## config.mk

```make
export PLATFORM = sky130hd
export DESIGN_NAME = coincidence_histogram_scanner_flat
export DESIGN_NICKNAME = d
export VERILOG_FILES = /design/src/rtl/coincidence_histogram_scanner_pkg.sv /design/src/rtl/coincidence_histogram_scanner_if.sv /design/src/rtl/coincidence_histogram_scanner_edge_finder.sv /design/src/rtl/coincidence_histogram_scanner.sv /design/src/flat_wrapper.sv
export SDC_FILE = /design/constraint.sdc
export NUM_CORES = 1
export LEC_CHECK = 0
export BUFFER_PORTS_ARGS = -buffer_cell sky130_fd_sc_hd__buf_2
export CORE_MARGIN = 5
export CORE_UTILIZATION = 55
export CTS_CLUSTER_DIAMETER = 80
export CTS_CLUSTER_SIZE = 25
export DETAILED_ROUTE_END_ITERATION = 6
export HOLD_SLACK_MARGIN = 0.1
export PLACE_DENSITY_LB_ADDON = 0.1
export SYNTH_ARGS = -nofsm -noshare
export SYNTH_HDL_FRONTEND = slang
export SYNTH_HIERARCHICAL = 1
export SYNTH_SLANG_ARGS = --single-unit
```

## constraint.sdc

```tcl
create_clock -name sysClk -period 4.1 [get_ports sysClk]
set_input_delay 0.41 -clock sysClk [delete_from_list [all_inputs] [get_ports sysClk]]
set_output_delay 0.41 -clock sysClk [all_outputs]
set_load 0.05 [all_outputs]
```

## src/rtl/coincidence_histogram_scanner_pkg.sv

```systemverilog
// Shared CSR bit positions, scan FSM states and width helpers for the
// coincidence histogram scanner.
package coincidence_pkg;

    localparam int CSR_START_BIT    = 31;
    localparam int CSR_SETCOINC_BIT = 30;
    localparam int CSR_REALIGN_BIT  = 29;
    localparam int CSR_MUX_LSB      = 24;
    localparam int CSR_BUSY_BIT     = 31;

    typedef enum logic [3:0] {
        ST_IDLE         = 4'd0,
        ST_ARM          = 4'd1,
        ST_WAIT_BUSY_HI = 4'd2,
        ST_WAIT_BUSY_LO = 4'd3,
        ST_SET_ADDR     = 4'd4,
        ST_WAIT_RB      = 4'd5,
        ST_EVAL         = 4'd6,
        ST_DECIDE       = 4'd7,
        ST_COMMIT       = 4'd8,
        ST_REALIGN_GAP  = 4'd9,
        ST_REALIGN      = 4'd10,
        ST_DONE         = 4'd11
    } scan_state_t;

    function automatic int sum_width(input int cycles_per_acquisition);
        return $clog2(cycles_per_acquisition + 1);
    endfunction

    // A single-channel recorder still needs a one-bit mux field to index.
    function automatic int muxsel_width(input int channel_count);
        return (channel_count > 1) ? $clog2(channel_count) : 1;
    endfunction

endpackage

```

## src/rtl/coincidence_histogram_scanner_if.sv

```systemverilog
// CSR bus between the scanner (master) and the coincidence recorder (slave).
interface coincidence_histogram_scanner_if;
    // sysCsrStrobe is a one-cycle command valid with no back-pressure; the
    // recorder must take the command that cycle. sysGPIO_OUT carries the command
    // only while the strobe is high and is zero otherwise. sysCsr is free-running status.
    logic [31:0] sysCsr;
    logic        sysCsrStrobe;
    logic [31:0] sysGPIO_OUT;

    modport master (input sysCsr, output sysCsrStrobe, output sysGPIO_OUT);
    modport slave  (output sysCsr, input sysCsrStrobe, input sysGPIO_OUT);
endinterface

```

## src/rtl/coincidence_histogram_scanner_edge_finder.sv

```systemverilog
// Per-bin edge detection: threshold compare, rising-edge count and first
// edge address, including the wrap from the last bin back to bin 0.
module histogram_edge_finder #(
    parameter int SUM_WIDTH = 4,
    parameter int SCW       = 4,
    parameter int THRESHOLD = 8
) (
    input  logic                 clk,
    input  logic                 rst,
    input  logic                 clear,
    input  logic                 accept,
    input  logic                 first,
    input  logic                 last,
    input  logic [SUM_WIDTH-1:0] value,
    input  logic [SCW-1:0]       addr,
    output logic [1:0]           edge_count,
    output logic [SCW-1:0]       edge_address
);
    localparam logic [SUM_WIDTH-1:0] THR = SUM_WIDTH'(THRESHOLD);

    logic           h;
    logic           h0;
    logic           prev_h;
    logic           rise;
    logic           wrap;
    logic           hit;
    logic [SCW-1:0] hit_addr;

    // A rise into this bin and a wrap edge into bin 0 are mutually exclusive,
    // since the wrap needs the last bin low.
    always_comb begin
        h        = (value >= THR);
        rise     = !first && !prev_h && h;
        wrap     = last && !h && h0;
        hit      = accept && (rise || wrap);
        hit_addr = rise ? addr : '0;
    end

    always_ff @(posedge clk or posedge rst) begin
        if (rst) begin
            h0           <= 1'b0;
            prev_h       <= 1'b0;
            edge_count   <= 2'd0;
            edge_address <= '0;
        end else if (clear) begin
            h0           <= 1'b0;
            prev_h       <= 1'b0;
            edge_count   <= 2'd0;
            edge_address <= '0;
        end else if (accept) begin
            if (first) h0 <= h;
            prev_h <= h;
            if (hit) begin
                if (edge_count != 2'd3) edge_count <= edge_count + 2'd1;
                if (edge_count == 2'd0) edge_address <= hit_addr;
            end
        end
    end
endmodule

```

## src/rtl/coincidence_histogram_scanner.sv

```systemverilog
// Scan controller: acquire, read back one channel's histogram, locate the
// single rising edge and program the coincidence sample count.
module coincidence_histogram_scanner
    import coincidence_pkg::*;
#(
    parameter int CHANNEL_COUNT               = 2,
    parameter int CYCLES_PER_ACQUISITION      = 15,
    parameter int SAMPLE_CLKS_PER_COINCIDENCE = 8,
    parameter int SAMPLE_COUNTER_WIDTH        = $clog2(2 * SAMPLE_CLKS_PER_COINCIDENCE),
    parameter int TIMEOUT_CYCLES              = 1000000,
    localparam int MUXSEL_WIDTH               = muxsel_width(CHANNEL_COUNT)
) (
    input  logic                            sysClk,
    input  logic                            sysReset,
    input  logic                            start,
    input  logic [MUXSEL_WIDTH-1:0]         channel,
    input  logic [SAMPLE_COUNTER_WIDTH-1:0] offset,
    input  logic                            autoRealign,
    coincidence_histogram_scanner_if.master csr,
    output logic                            busy,
    output logic                            done,
    output logic [SAMPLE_COUNTER_WIDTH-1:0] edgeAddress,
    output logic [1:0]                      edgeCount,
    output logic                            timeoutErr,
    output scan_state_t                     state_dbg
);
    localparam int SCW         = SAMPLE_COUNTER_WIDTH;
    localparam int SUM_WIDTH   = sum_width(CYCLES_PER_ACQUISITION);
    localparam int N_BINS      = 2 * SAMPLE_CLKS_PER_COINCIDENCE;
    localparam int THRESHOLD   = (CYCLES_PER_ACQUISITION + 1) / 2;
    localparam int TIMER_WIDTH = $clog2(TIMEOUT_CYCLES + 1);

    scan_state_t              state, state_next;
    logic [SCW-1:0]           addr;
    logic [MUXSEL_WIDTH-1:0]  ch_q;
    logic [SCW-1:0]           off_q;
    logic                     realign_q;
    logic [TIMER_WIDTH-1:0]   timer;
    logic                     match_seen;
    logic [SUM_WIDTH-1:0]     bin_value;
    logic                     timeout_fire;
    logic                     is_wait;
    logic                     match;
    logic                     last_bin;
    logic [SCW:0]             coinc_sum;
    logic [SCW-1:0]           coinc_value;

    always_comb begin
        is_wait  = (state == ST_WAIT_BUSY_HI) || (state == ST_WAIT_BUSY_LO) || (state == ST_WAIT_RB);
        match    = (csr.sysCsr[SUM_WIDTH +: SCW] == addr) &&
                   (csr.sysCsr[CSR_MUX_LSB +: MUXSEL_WIDTH] == ch_q);
        last_bin = (addr == SCW'(N_BINS - 1));
        coinc_sum   = {1'b0, edgeAddress} + {1'b0, off_q};
        coinc_value = SCW'((coinc_sum >= (SCW + 1)'(N_BINS)) ? coinc_sum - (SCW + 1)'(N_BINS) : coinc_sum);
    end

    always_ff @(posedge sysClk or posedge sysReset) begin
        if (sysReset) state <= ST_IDLE;
        else          state <= state_next;
    end

    // Meeting the wait condition wins over an expiry in the same cycle.
    always_comb begin
        state_next   = state;
        timeout_fire = 1'b0;
        case (state)
            ST_IDLE:         if (start) state_next = ST_ARM;
            ST_ARM:          state_next = ST_WAIT_BUSY_HI;
            ST_WAIT_BUSY_HI: if (csr.sysCsr[CSR_BUSY_BIT]) state_next = ST_WAIT_BUSY_LO;
                             else if (timer == '0) timeout_fire = 1'b1;
            ST_WAIT_BUSY_LO: if (!csr.sysCsr[CSR_BUSY_BIT]) state_next = ST_SET_ADDR;
                             else if (timer == '0) timeout_fire = 1'b1;
            ST_SET_ADDR:     state_next = ST_WAIT_RB;
            ST_WAIT_RB:      if (match && match_seen) state_next = ST_EVAL;
                             else if (timer == '0) timeout_fire = 1'b1;
            ST_EVAL:         state_next = last_bin ? ST_DECIDE : ST_SET_ADDR;
            ST_DECIDE:       state_next = (edgeCount == 2'd1) ? ST_COMMIT : ST_DONE;
            ST_COMMIT:       state_next = realign_q ? ST_REALIGN_GAP : ST_DONE;
            ST_REALIGN_GAP:  state_next = ST_REALIGN;
            ST_REALIGN:      state_next = ST_DONE;
            ST_DONE:         state_next = ST_IDLE;
            default:         state_next = ST_IDLE;
        endcase
        if (timeout_fire) state_next = ST_DONE;
    end

    always_comb begin
        csr.sysCsrStrobe = 1'b0;
        csr.sysGPIO_OUT  = 32'd0;
        busy             = (state != ST_IDLE) && (state != ST_DONE);
        done             = (state == ST_DONE);
        case (state)
            ST_ARM: begin
                csr.sysCsrStrobe               = 1'b1;
                csr.sysGPIO_OUT[CSR_START_BIT] = 1'b1;
            end
            ST_SET_ADDR: begin
                csr.sysCsrStrobe                            = 1'b1;
                csr.sysGPIO_OUT[SCW-1:0]                    = addr;
                csr.sysGPIO_OUT[CSR_MUX_LSB +: MUXSEL_WIDTH] = ch_q;
            end
            ST_COMMIT: begin
                csr.sysCsrStrobe                  = 1'b1;
                csr.sysGPIO_OUT[CSR_SETCOINC_BIT] = 1'b1;
                csr.sysGPIO_OUT[SCW-1:0]          = coinc_value;
            end
            ST_REALIGN: begin
                csr.sysCsrStrobe                 = 1'b1;
                csr.sysGPIO_OUT[CSR_REALIGN_BIT] = 1'b1;
            end
            default: ;
        endcase
    end

    // The timer reloads on every state change, so each wait state gets a full budget.
    always_ff @(posedge sysClk or posedge sysReset) begin
        if (sysReset) begin
            addr       <= '0;
            ch_q       <= '0;
            off_q      <= '0;
            realign_q  <= 1'b0;
            timer      <= '0;
            match_seen <= 1'b0;
            bin_value  <= '0;
            timeoutErr <= 1'b0;
        end else begin
            if (state_next != state)  timer <= TIMER_WIDTH'(TIMEOUT_CYCLES - 1);
            else if (timer != '0)     timer <= timer - 1'b1;
            match_seen <= (state == ST_WAIT_RB) && match;
            if (state == ST_IDLE && start) begin
                ch_q       <= channel;
                off_q      <= offset;
                realign_q  <= autoRealign;
                timeoutErr <= 1'b0;
            end
            if (timeout_fire) timeoutErr <= 1'b1;
            if (state == ST_WAIT_BUSY_LO && !csr.sysCsr[CSR_BUSY_BIT]) addr <= '0;
            if (state == ST_WAIT_RB && match && match_seen) bin_value <= csr.sysCsr[SUM_WIDTH-1:0];
            if (state == ST_EVAL && !last_bin) addr <= addr + 1'b1;
        end
    end

    histogram_edge_finder #(
        .SUM_WIDTH (SUM_WIDTH),
        .SCW       (SCW),
        .THRESHOLD (THRESHOLD)
    ) u_edge_finder (
        .clk          (sysClk),
        .rst          (sysReset),
        .clear        (state == ST_IDLE && start),
        .accept       (state == ST_EVAL),
        .first        (addr == '0),
        .last         (last_bin),
        .value        (bin_value),
        .addr         (addr),
        .edge_count   (edgeCount),
        .edge_address (edgeAddress)
    );

    assign state_dbg = state;
endmodule
```

## src/flat_wrapper.sv

```systemverilog
// flat-port wrapper written by rule: the top's interface ports become plain ports
module coincidence_histogram_scanner_flat import coincidence_pkg::*;
#(
    parameter int CHANNEL_COUNT               = 2,
    parameter int CYCLES_PER_ACQUISITION      = 15,
    parameter int SAMPLE_CLKS_PER_COINCIDENCE = 8,
    parameter int SAMPLE_COUNTER_WIDTH        = $clog2(2 * SAMPLE_CLKS_PER_COINCIDENCE),
    parameter int TIMEOUT_CYCLES              = 1000000,
    localparam int MUXSEL_WIDTH               = muxsel_width(CHANNEL_COUNT)
)
  (sysClk, sysReset, start, channel, offset, autoRealign, busy, done, edgeAddress, edgeCount, timeoutErr, state_dbg, csr_sysCsr, csr_sysCsrStrobe, csr_sysGPIO_OUT);
  coincidence_histogram_scanner_if csr_i ();
  input  logic sysClk;
  input  logic sysReset;
  input  logic start;
  input  logic [MUXSEL_WIDTH-1:0] channel;
  input  logic [SAMPLE_COUNTER_WIDTH-1:0] offset;
  input  logic autoRealign;
  output logic busy;
  output logic done;
  output logic [SAMPLE_COUNTER_WIDTH-1:0] edgeAddress;
  output logic [1:0] edgeCount;
  output logic timeoutErr;
  output scan_state_t state_dbg;
  input wire logic [$bits(csr_i.sysCsr)-1:0] csr_sysCsr;
  output wire logic [$bits(csr_i.sysCsrStrobe)-1:0] csr_sysCsrStrobe;
  output wire logic [$bits(csr_i.sysGPIO_OUT)-1:0] csr_sysGPIO_OUT;
  assign csr_i.sysCsr = csr_sysCsr;
  assign csr_sysCsrStrobe = csr_i.sysCsrStrobe;
  assign csr_sysGPIO_OUT = csr_i.sysGPIO_OUT;
  coincidence_histogram_scanner #(.CHANNEL_COUNT(CHANNEL_COUNT), .CYCLES_PER_ACQUISITION(CYCLES_PER_ACQUISITION), .SAMPLE_CLKS_PER_COINCIDENCE(SAMPLE_CLKS_PER_COINCIDENCE), .SAMPLE_COUNTER_WIDTH(SAMPLE_COUNTER_WIDTH), .TIMEOUT_CYCLES(TIMEOUT_CYCLES)) u_core (.sysClk(sysClk), .sysReset(sysReset), .start(start), .channel(channel), .offset(offset), .autoRealign(autoRealign), .csr(csr_i), .busy(busy), .done(done), .edgeAddress(edgeAddress), .edgeCount(edgeCount), .timeoutErr(timeoutErr), .state_dbg(state_dbg));
endmodule
```

==> flow_summary.ini, run 1 <==
[placed_design]
dpl_cell_area_mm2 = 0.00328
dp_hpwl_um = 4910
numPortBuffers = 37
finalWeightedCongestion = 0.855

[grt]
grt_overflow = 0
grt_max_degree = 38
track_usage_pct = 19.0
grt_pass1_wl_um = 11300
first_global_vias = 2298
antenna_found_initial = 0

[timing]
slew_headroom_pct = 37.5
worst_slew_pin_slew_ns = 0.936
fmax_ghz = 0.337
finalHoldViolations = 0
final_max_slew_viol_count = 0
rsz0062_at_grt = false
period_share_pct = 72.4
fin_crit_ns = 2.97
fin_tns_setup_ns = 0
finClkSkew_ns = 0.0131
hold_slack_ns = 0.324
setup_viol = 0

[layout]
stdcell_area_mm2 = 0.00338
drive_gt1_share_pct = 23.3
final_nets = 428
antennaDiodeCount = 0
fill_cells = 519
area_delta_synth_final_pct = 7.09

[clock_network]
clk_latency_ns = 0.31
cts.sinks = 45
cts-root-buf = clkbuf_8
path_clk_slew_ns = 0.10
h-tree-depth = 2
clk_path_buf_depth = 2
cts_made_buffers = 5
postCtsSetupRepairBufs = 0
cts_tree = built

[critical_path]
startpoint_type = register
end_kind = register
arrival_ns = 3.17
crit_type = register to register
crit_required_ns = 4.30
crit_fanout = 15

[floorplan]
die_w_um = 85.8
design.core.area_mm2 = 0.00554
die-height_um = 85.8
rows = 27
ios = 87
start_util_pct = 57.0
dieArea_mm2 = 0.00736

[logic_synthesis]
syn_avg_cell_area_um2 = 9.26
synthCells = 341
ys_warn_count = 6
netlist_area_mm2 = 0.00316

[routing]
wirelength_um = 6610
final_antenna_net_count = 0
detail_route.first_pass.iterations = 4
vias = 2425
vias_per_cell = 5.39
dr.first_iter.drc_count = 92
drc = 0
routedWlPerCell_um = 14.7

[min_path]
hold_path.class = input port to register

[power]
p_per_area_mw_per_mm2 = 533
ir_drop_mv = 0.286
p_leak_nw = 1.56

[run_status]
status = completed

[flow_run]
cap_violations = 0
## routing by layer
metal / track usage, % / wire length, um / up-vias
li1: - / - / 1196
met1: 27.1 / 3120 / 1136
met2: 29.8 / 2930 / 87
met3: 3.84 / 491 / 6
met4: 4.32 / 66 / 0
met5: 0 / 0 / -
## through the flow
stage               std cells  setup slack (ns)  power [W]  util [%]
global placement          441              1.15    0.00151      59.3
detailed placement        441              1.12    0.00153      59.3
CTS                       450              1.12    0.00181      61.1
finish                    450              1.13    0.00180      61.1
global route              450             0.816    0.00193      61.1
floorplan                 364              1.51    0.00139         -
## critical path: stages, from the launching register on
cell	delay (ns)
dfrtp_1	0.55
or2_1	0.43
a21oi_2	0.15
nor3_1	0.07
or2_1	0.25
or4bb_1	0.52
a21oi_2	0.59
buf_4	0.26
nand2_2	0.05
## timing repair
action,4_1_cts,5_1_grt
hold endpoints to repair,8,0
hold buffers,1,0
gates resized for setup,0,0
## final timing paths
path                                          start                              endpoint  slack, ns  cells past startpoint
worst max-delay path            u_core/state_dbg[0]                       u_core/timer[1]       1.13                      8
worst min-delay path                      offset[3]                       u_core/off_q[3]       0.32                      2
worst max register to register  u_core/state_dbg[0]                       u_core/timer[1]       1.13                      8
worst min register to register    u_core/timeoutErr                     u_core/timeoutErr       0.49                      2
max in group asynchronous                  sysReset                        u_core/addr[2]       2.98                      4
min in group asynchronous                  sysReset  u_core/u_edge_finder/edge_address[2]       0.61                      3
## state kept, by name, indices dropped and copies added (netlist names)
register	cells
u_core/addr	4
u_core/bin_value	1
u_core/ch_q	1
u_core/match_seen	1
u_core/off_q	4
u_core/realign_q	1
u_core/state_dbg	4
u_core/timeoutErr	1
u_core/timer	20
u_core/u_edge_finder/edge_address	4
u_core/u_edge_finder/edge_count	2
u_core/u_edge_finder/h0	1
u_core/u_edge_finder/prev_h	1
## where the power goes
part	internal, W	switching (W)	total (W)	leakage [nW]
combinational	0.000285	0.000577	0.000862	0.971
clock	0.000121	0.000167	0.000288	0.0445
sequential	0.000515	0.000140	0.000655	0.546
total	0.000921	0.000884	0.00180	1.56
## layout make-up
cell class	count	area, um2	share of cell area [%]
multi-input cells	269	1800	53.3
flip-flops and latches	45	1130	33.3
repair buffers	41	218	6.43
well taps	72	90.1	2.66
clock buffers	5	68.8	2.03
inverters	15	56.3	1.66
clock inverters	3	21.3	0.629
## cells in the final DEF, fill, tap and decap left out, drive strengths merged, types with 7 or more instances in the layout
cell type and instances:
buf 40, nor3b 10, xor2 16, conb 24, nand2b 8, ha 9, inv 16, mux2i 9
nand3 9, mux2 8, o21ai 10, nor2 35, nor3 11, nand2 36, a21oi 13, dfrtp 45
xnor2 7
Power figures use the tool's default switching activity.
==> run 2, diff against run 1 <==
--- a/config.mk
+++ b/config.mk
@@ -7,7 +7,7 @@
 export LEC_CHECK = 0
 export BUFFER_PORTS_ARGS = -buffer_cell sky130_fd_sc_hd__buf_2
 export CORE_MARGIN = 5
-export CORE_UTILIZATION = 55
+export CORE_UTILIZATION = 53
 export CTS_CLUSTER_DIAMETER = 80
 export CTS_CLUSTER_SIZE = 25
 export DETAILED_ROUTE_END_ITERATION = 6
==> constraint.sdc (replaced) <==
create_clock -name sysClk -period 3 [get_ports sysClk]
set_input_delay 0.3 -clock sysClk [delete_from_list [all_inputs] [get_ports sysClk]]
set_output_delay 0.3 -clock sysClk [all_outputs]
set_load 0.05 [all_outputs]
==> run 2 against run 1 <==
  * Maximum frequency up 11%
  * Global-route usage down 0.35 points
  * Critical path depth up 2
  * Sequential power up 29%
  * Critical path type unchanged
  * Largest power group unchanged
  * Highest routed layer unchanged
==> flow_summary.ini, run 2 (synthesis gave the netlist of run 1 again) <==
[routing]
wl_met3_um = 381
detail_route.first_pass.iterations = 4
wl_met1_um = 3280
top_layer = met4
drc = 0
vias_per_cell = 5.22
vias = 2392
wirelength_um = 6670
final_antenna_net_count = 0
dr.first_iter.drc_count = 105
wl_met2_um = 2970
routedWlPerCell_um = 14.6

[timing]
finClkSkew_ns = 0.00793
worst_slew_pin_slew_ns = 0.818
fin_crit_ns = 2.66
hold_slack_ns = 0.231
rsz0062_at_grt = false
fmax_ghz = 0.375
final_max_slew_viol_count = 0
period_share_pct = 88.8
setup_viol = 0
finalHoldViolations = 0
slew_headroom_pct = 45.4
fin_tns_setup_ns = 0

[grt]
track_usage_pct = 18.6
grt_max_degree = 21
first_global_vias = 2332
grt_pass1_wl_um = 11200
grt_overflow = 0
antenna_found_initial = 0

[power]
swShare_pct = 47.6
p_leak_nw = 1.58
power_frac_comb_pct = 51.1
p_clk_share_pct = 14.9
p_int_w = 0.00131
seq_power_share_pct = 33.9
switchingPower_w = 0.00119
ir_drop_mv = 0.350
p_per_area_mw_per_mm2 = 727

[critical_path]
end_kind = register
crit_fanout = 20
arrival_ns = 2.87
crit_required_ns = 3.21
startpoint_type = register
crit_type = register to register

[layout]
fin_cells = 458
postLayoutCoreUtil_pct = 58.6
fill_cells = 547
final_nets = 433
area_delta_synth_final_pct = 8.59
most-common-layout-cells = dfrtp_1 (45), buf_2 (37), nor2_1 (34)
final_common_cell = dfrtp_1
largest_reg_flops = 20
antennaDiodeCount = 0
drive_gt1_share_pct = 23.8
regMostFlops = u_core/timer
stdcell_area_mm2 = 0.00343

[clock_network]
cts-root-buf = clkbuf_8
path_clk_slew_ns = 0.09
clk_latency_ns = 0.30
h-tree-depth = 2
cts_made_buffers = 5
clk_path_buf_depth = 2
cts.sinks = 45
cts.repair.resized = 0
cts_tree = built

[placed_design]
dp_hpwl_um = 4970
dp.cells = 449
numPortBuffers = 37
dpl_cell_area_mm2 = 0.00334
finalWeightedCongestion = 0.815

[floorplan]
start_util_pct = 54.0
design.core.area_mm2 = 0.00585
die-height_um = 87.2
ios = 87
die_w_um = 87.2
rows = 28
dieArea_mm2 = 0.00760

[min_path]
hold_path.class = input port to register

[run_status]
status = completed

[flow_run]
cap_violations = 0
-- run 2: worst paths after layout --
path	start	endpoint	slack [ns]	cells after the start
setup reg to reg	u_core/timer[0]	u_core/timer[6]	0.34	10
hold reg to reg	u_core/timeoutErr	u_core/timeoutErr	0.49	2
hold / removal	offset[2]	u_core/off_q[2]	0.23	2
setup / recovery	u_core/timer[0]	u_core/timer[6]	0.34	10
min in group asynchronous	sysReset	u_core/u_edge_finder/edge_address[0]	0.51	3
max in group asynchronous	sysReset	u_core/bin_value[3]	1.53	4
-- run 2: metal layers --
metal / global-route usage (%) / vias to the layer above
li1: - / 1199
met1: 27.4 / 1121
met2: 28.3 / 68
met3: 3.60 / 4
met4: 4.46 / 0
met5: 0 / -
-- run 2: power groups by stage --
stage	Sequential (W)	Combinational, W	Clock [W]
after floorplan	0.000895	0.00101	0
after global placement	0.000857	0.00126	0
after detailed placement	0.000859	0.00127	0
after CTS	0.000847	0.00128	0.000388
after global routing	0.000866	0.00139	0.000412
final	0.000846	0.00128	0.000373
-- run 2: cell type report --
class | count | area (um2) | share of cell area, %
Multi-Input combinational cell | 269 | 1800 | 52.6
Tap cell | 75 | 93.8 | 2.74
Clock inverter | 1 | 7.51 | 0.219
Timing Repair Buffer | 46 | 268 | 7.80
Sequential cell | 45 | 1130 | 32.8
Inverter | 15 | 56.3 | 1.64
Clock buffer | 7 | 76.3 | 2.22
-- run 2: worst max-delay path: stages (launching register included) --
cell and delay, ns:
dfrtp_1 0.42, inv_1 0.13, ha_1 0.22, nor4b_1 0.36, nand4b_1 0.24, nor4_2 0.31, a2bb2oi_2 0.20, o21ai_1 0.10
a21oi_2 0.20, buf_12 0.18, nor4b_2 0.21
-- run 2: what timing repair did --
action                                 CTS  global route
setup endpoints to repair                0             0
hold buffers                             1             0
buffers inserted                         0             0
endpoints found under the hold margin    8             0
-- run 2: metrics by stage --
step / setup WS [ns] / power (W)
after global placement: 0.409 / 0.00212
after floorplan: 0.520 / 0.00190
after detailed placement: 0.388 / 0.00213
final: 0.336 / 0.00250
after CTS: 0.347 / 0.00251
after global routing: 0.129 / 0.00266
==> run 3, diff against run 2 <==
--- a/config.mk
+++ b/config.mk
@@ -13,6 +13,7 @@
 export DETAILED_ROUTE_END_ITERATION = 6
 export HOLD_SLACK_MARGIN = 0.1
 export PLACE_DENSITY_LB_ADDON = 0.1
+export RECOVER_POWER = 50
 export SYNTH_ARGS = -nofsm -noshare
 export SYNTH_HDL_FRONTEND = slang
 export SYNTH_HIERARCHICAL = 1
==> run 3 against run 2 <==
  * Clock skew is essentially flat
  * Sequential cell count is the same
  * Worst hold slack lost 0.00087 ns
  * Maximum frequency is essentially flat
  * First-iteration DRC count is the same
  * Combinational power is essentially flat
  * Core utilization shrank 0.32 points
  * Sequential power is essentially flat
  * Critical endpoint unchanged
  * Highest routed layer unchanged
==> flow_summary.ini, run 3 (synthesis gave the netlist of run 1 again) <==
[critical_path]
end_kind = register
crit_fanout = 20
crit_type = register to register
crit_required_ns = 3.21
cp_slowest_stage_delay_ns = 0.42
worst_path_max_delay_cell = dfrtp_1
crit_buf_inv = 2
cp_cell_sequence = inv_1, ha_1, nor4b_1, nand4b_1, nor4_2, a2bb2oi_2, o21ai_1, a21oi_2, buf_12, nor4b_2
arrival_ns = 2.87
startpoint_type = register
path_delay_family = simple AND/OR/NAND/NOR gates

[timing]
period_share_pct = 88.7
rsz0062_at_grt = false
setup_viol = 0
worst_slew_pin_slew_ns = 0.967
fin_crit_ns = 2.66
slew_headroom_pct = 35.5
finalHoldViolations = 0
hold_slack_ns = 0.230
fmax_ghz = 0.376
finClkSkew_ns = 0.00821
fin_tns_setup_ns = 0
final_max_slew_viol_count = 0

[grt]
antenna_found_initial = 0
top_usage_layer = met2
first_global_vias = 2332
grt_util_met1_pct = 27.4
met2_usage_pct = 28.3
grt_overflow = 0
use_met3_pct = 3.60
grt_max_degree = 21
track_usage_pct = 18.6
grt_pass1_wl_um = 11200

[run_status]
status = completed

[floorplan]
rows = 28
design.core.area_mm2 = 0.00585
ios = 87
start_util_pct = 54.0
die_w_um = 87.2
die-height_um = 87.2
dieArea_mm2 = 0.00760

[routing]
routedWlPerCell_um = 14.5
vias_per_cell = 5.22
detail_route.first_pass.iterations = 4
drc = 0
vias = 2390
final_antenna_net_count = 0
dr.first_iter.drc_count = 105
wirelength_um = 6650

[clock_network]
cts_made_buffers = 5
clk_latency_ns = 0.30
cts-root-buf = clkbuf_8
h-tree-depth = 2
path_clk_slew_ns = 0.09
cts_tree = built
cts.sinks = 45
postCtsSetupRepairBufs = 0
clk_path_buf_depth = 2

[layout]
antennaDiodeCount = 0
fill_cells = 549
final_nets = 433
drive_gt1_share_pct = 20.4
stdcell_area_mm2 = 0.00341
area_delta_synth_final_pct = 8.00
regMostFlops = u_core/timer
multi_input_area_mm2 = 0.00180
most-common-layout-cells = dfrtp_1 (45), nor2_1 (34), nand2_1 (26)
largest_reg_flops = 20
fin_cells = 458
final-seq-area_mm2 = 0.00113
final_common_cell = dfrtp_1

[power]
p_per_area_mw_per_mm2 = 729
ir_drop_mv = 0.349
p_leak_nw = 1.53

[min_path]
hold_path.class = input port to register

[flow_run]
cap_violations = 0

[placed_design]
dpl_cell_area_mm2 = 0.00334
dp.cells = 449
finalWeightedCongestion = 0.815
numPortBuffers = 37
dp_hpwl_um = 4970
==> run 3: power breakdown <==
group          leakage (nW)  switching (W)  internal (W)
logic                 0.949       0.000838      0.000429
clock network        0.0385       0.000208      0.000165
registers             0.546       0.000141      0.000705
==> run 3: final timing paths <==
check / startpoint / endpoint / slack [ns] / cells after the start
worst max register to register: u_core/timer[0] / u_core/timer[6] / 0.34 / 10
worst min-delay path: offset[2] / u_core/off_q[2] / 0.23 / 2
max in group asynchronous: sysReset / u_core/bin_value[3] / 0.95 / 4
min in group asynchronous: sysReset / u_core/u_edge_finder/edge_address[0] / 0.50 / 3
worst min register to register: u_core/timeoutErr / u_core/timeoutErr / 0.49 / 2
worst max-delay path: u_core/timer[0] / u_core/timer[6] / 0.34 / 10
==> run 3: worst reg2reg max path, cell delays in order, from the launching register on <==
cell       delay [ns]
dfrtp_1          0.42
inv_1            0.13
ha_1             0.22
nor4b_1          0.36
nand4b_1         0.24
nor4_2           0.31
a2bb2oi_2        0.20
o21ai_1          0.10
a21oi_2          0.20
buf_12           0.18
nor4b_2          0.22
==> run 3: timing repair <==
action	4_1_cts	5_1_grt
endpoints found under the hold margin	8	0
resized for setup	0	0
hold buffers	1	0
==> run 3: layout make-up <==
class                           count  area share [%]
Multi-Input combinational cell    269            52.8
Sequential cell                    45            33.0
Timing Repair Buffer               46            7.30
Tap cell                           75            2.75
Clock buffer                        7            2.24
Inverter                           15            1.65
Clock inverter                      1           0.220
==> run 3: through the flow <==
stage,util (%),total power (W),setup slack (ns)
6_report,58.3,0.00249,0.339
4_1_cts,58.6,0.00251,0.347
5_1_grt,58.3,0.00266,0.129
3_5_place_dp,57.0,0.00213,0.388
2_1_floorplan,-,0.00190,0.520
3_3_place_gp,57.0,0.00212,0.409
==> run 3: layer usage <==
metal | vias to the layer above | wire length, um | share of wire, %
met5 | - | 0 | 0
met4 | 0 | 77 | 1.2
met3 | 7 | 395 | 5.9
met2 | 65 | 2930 | 44
met1 | 1119 | 3250 | 49
li1 | 1199 | - | -
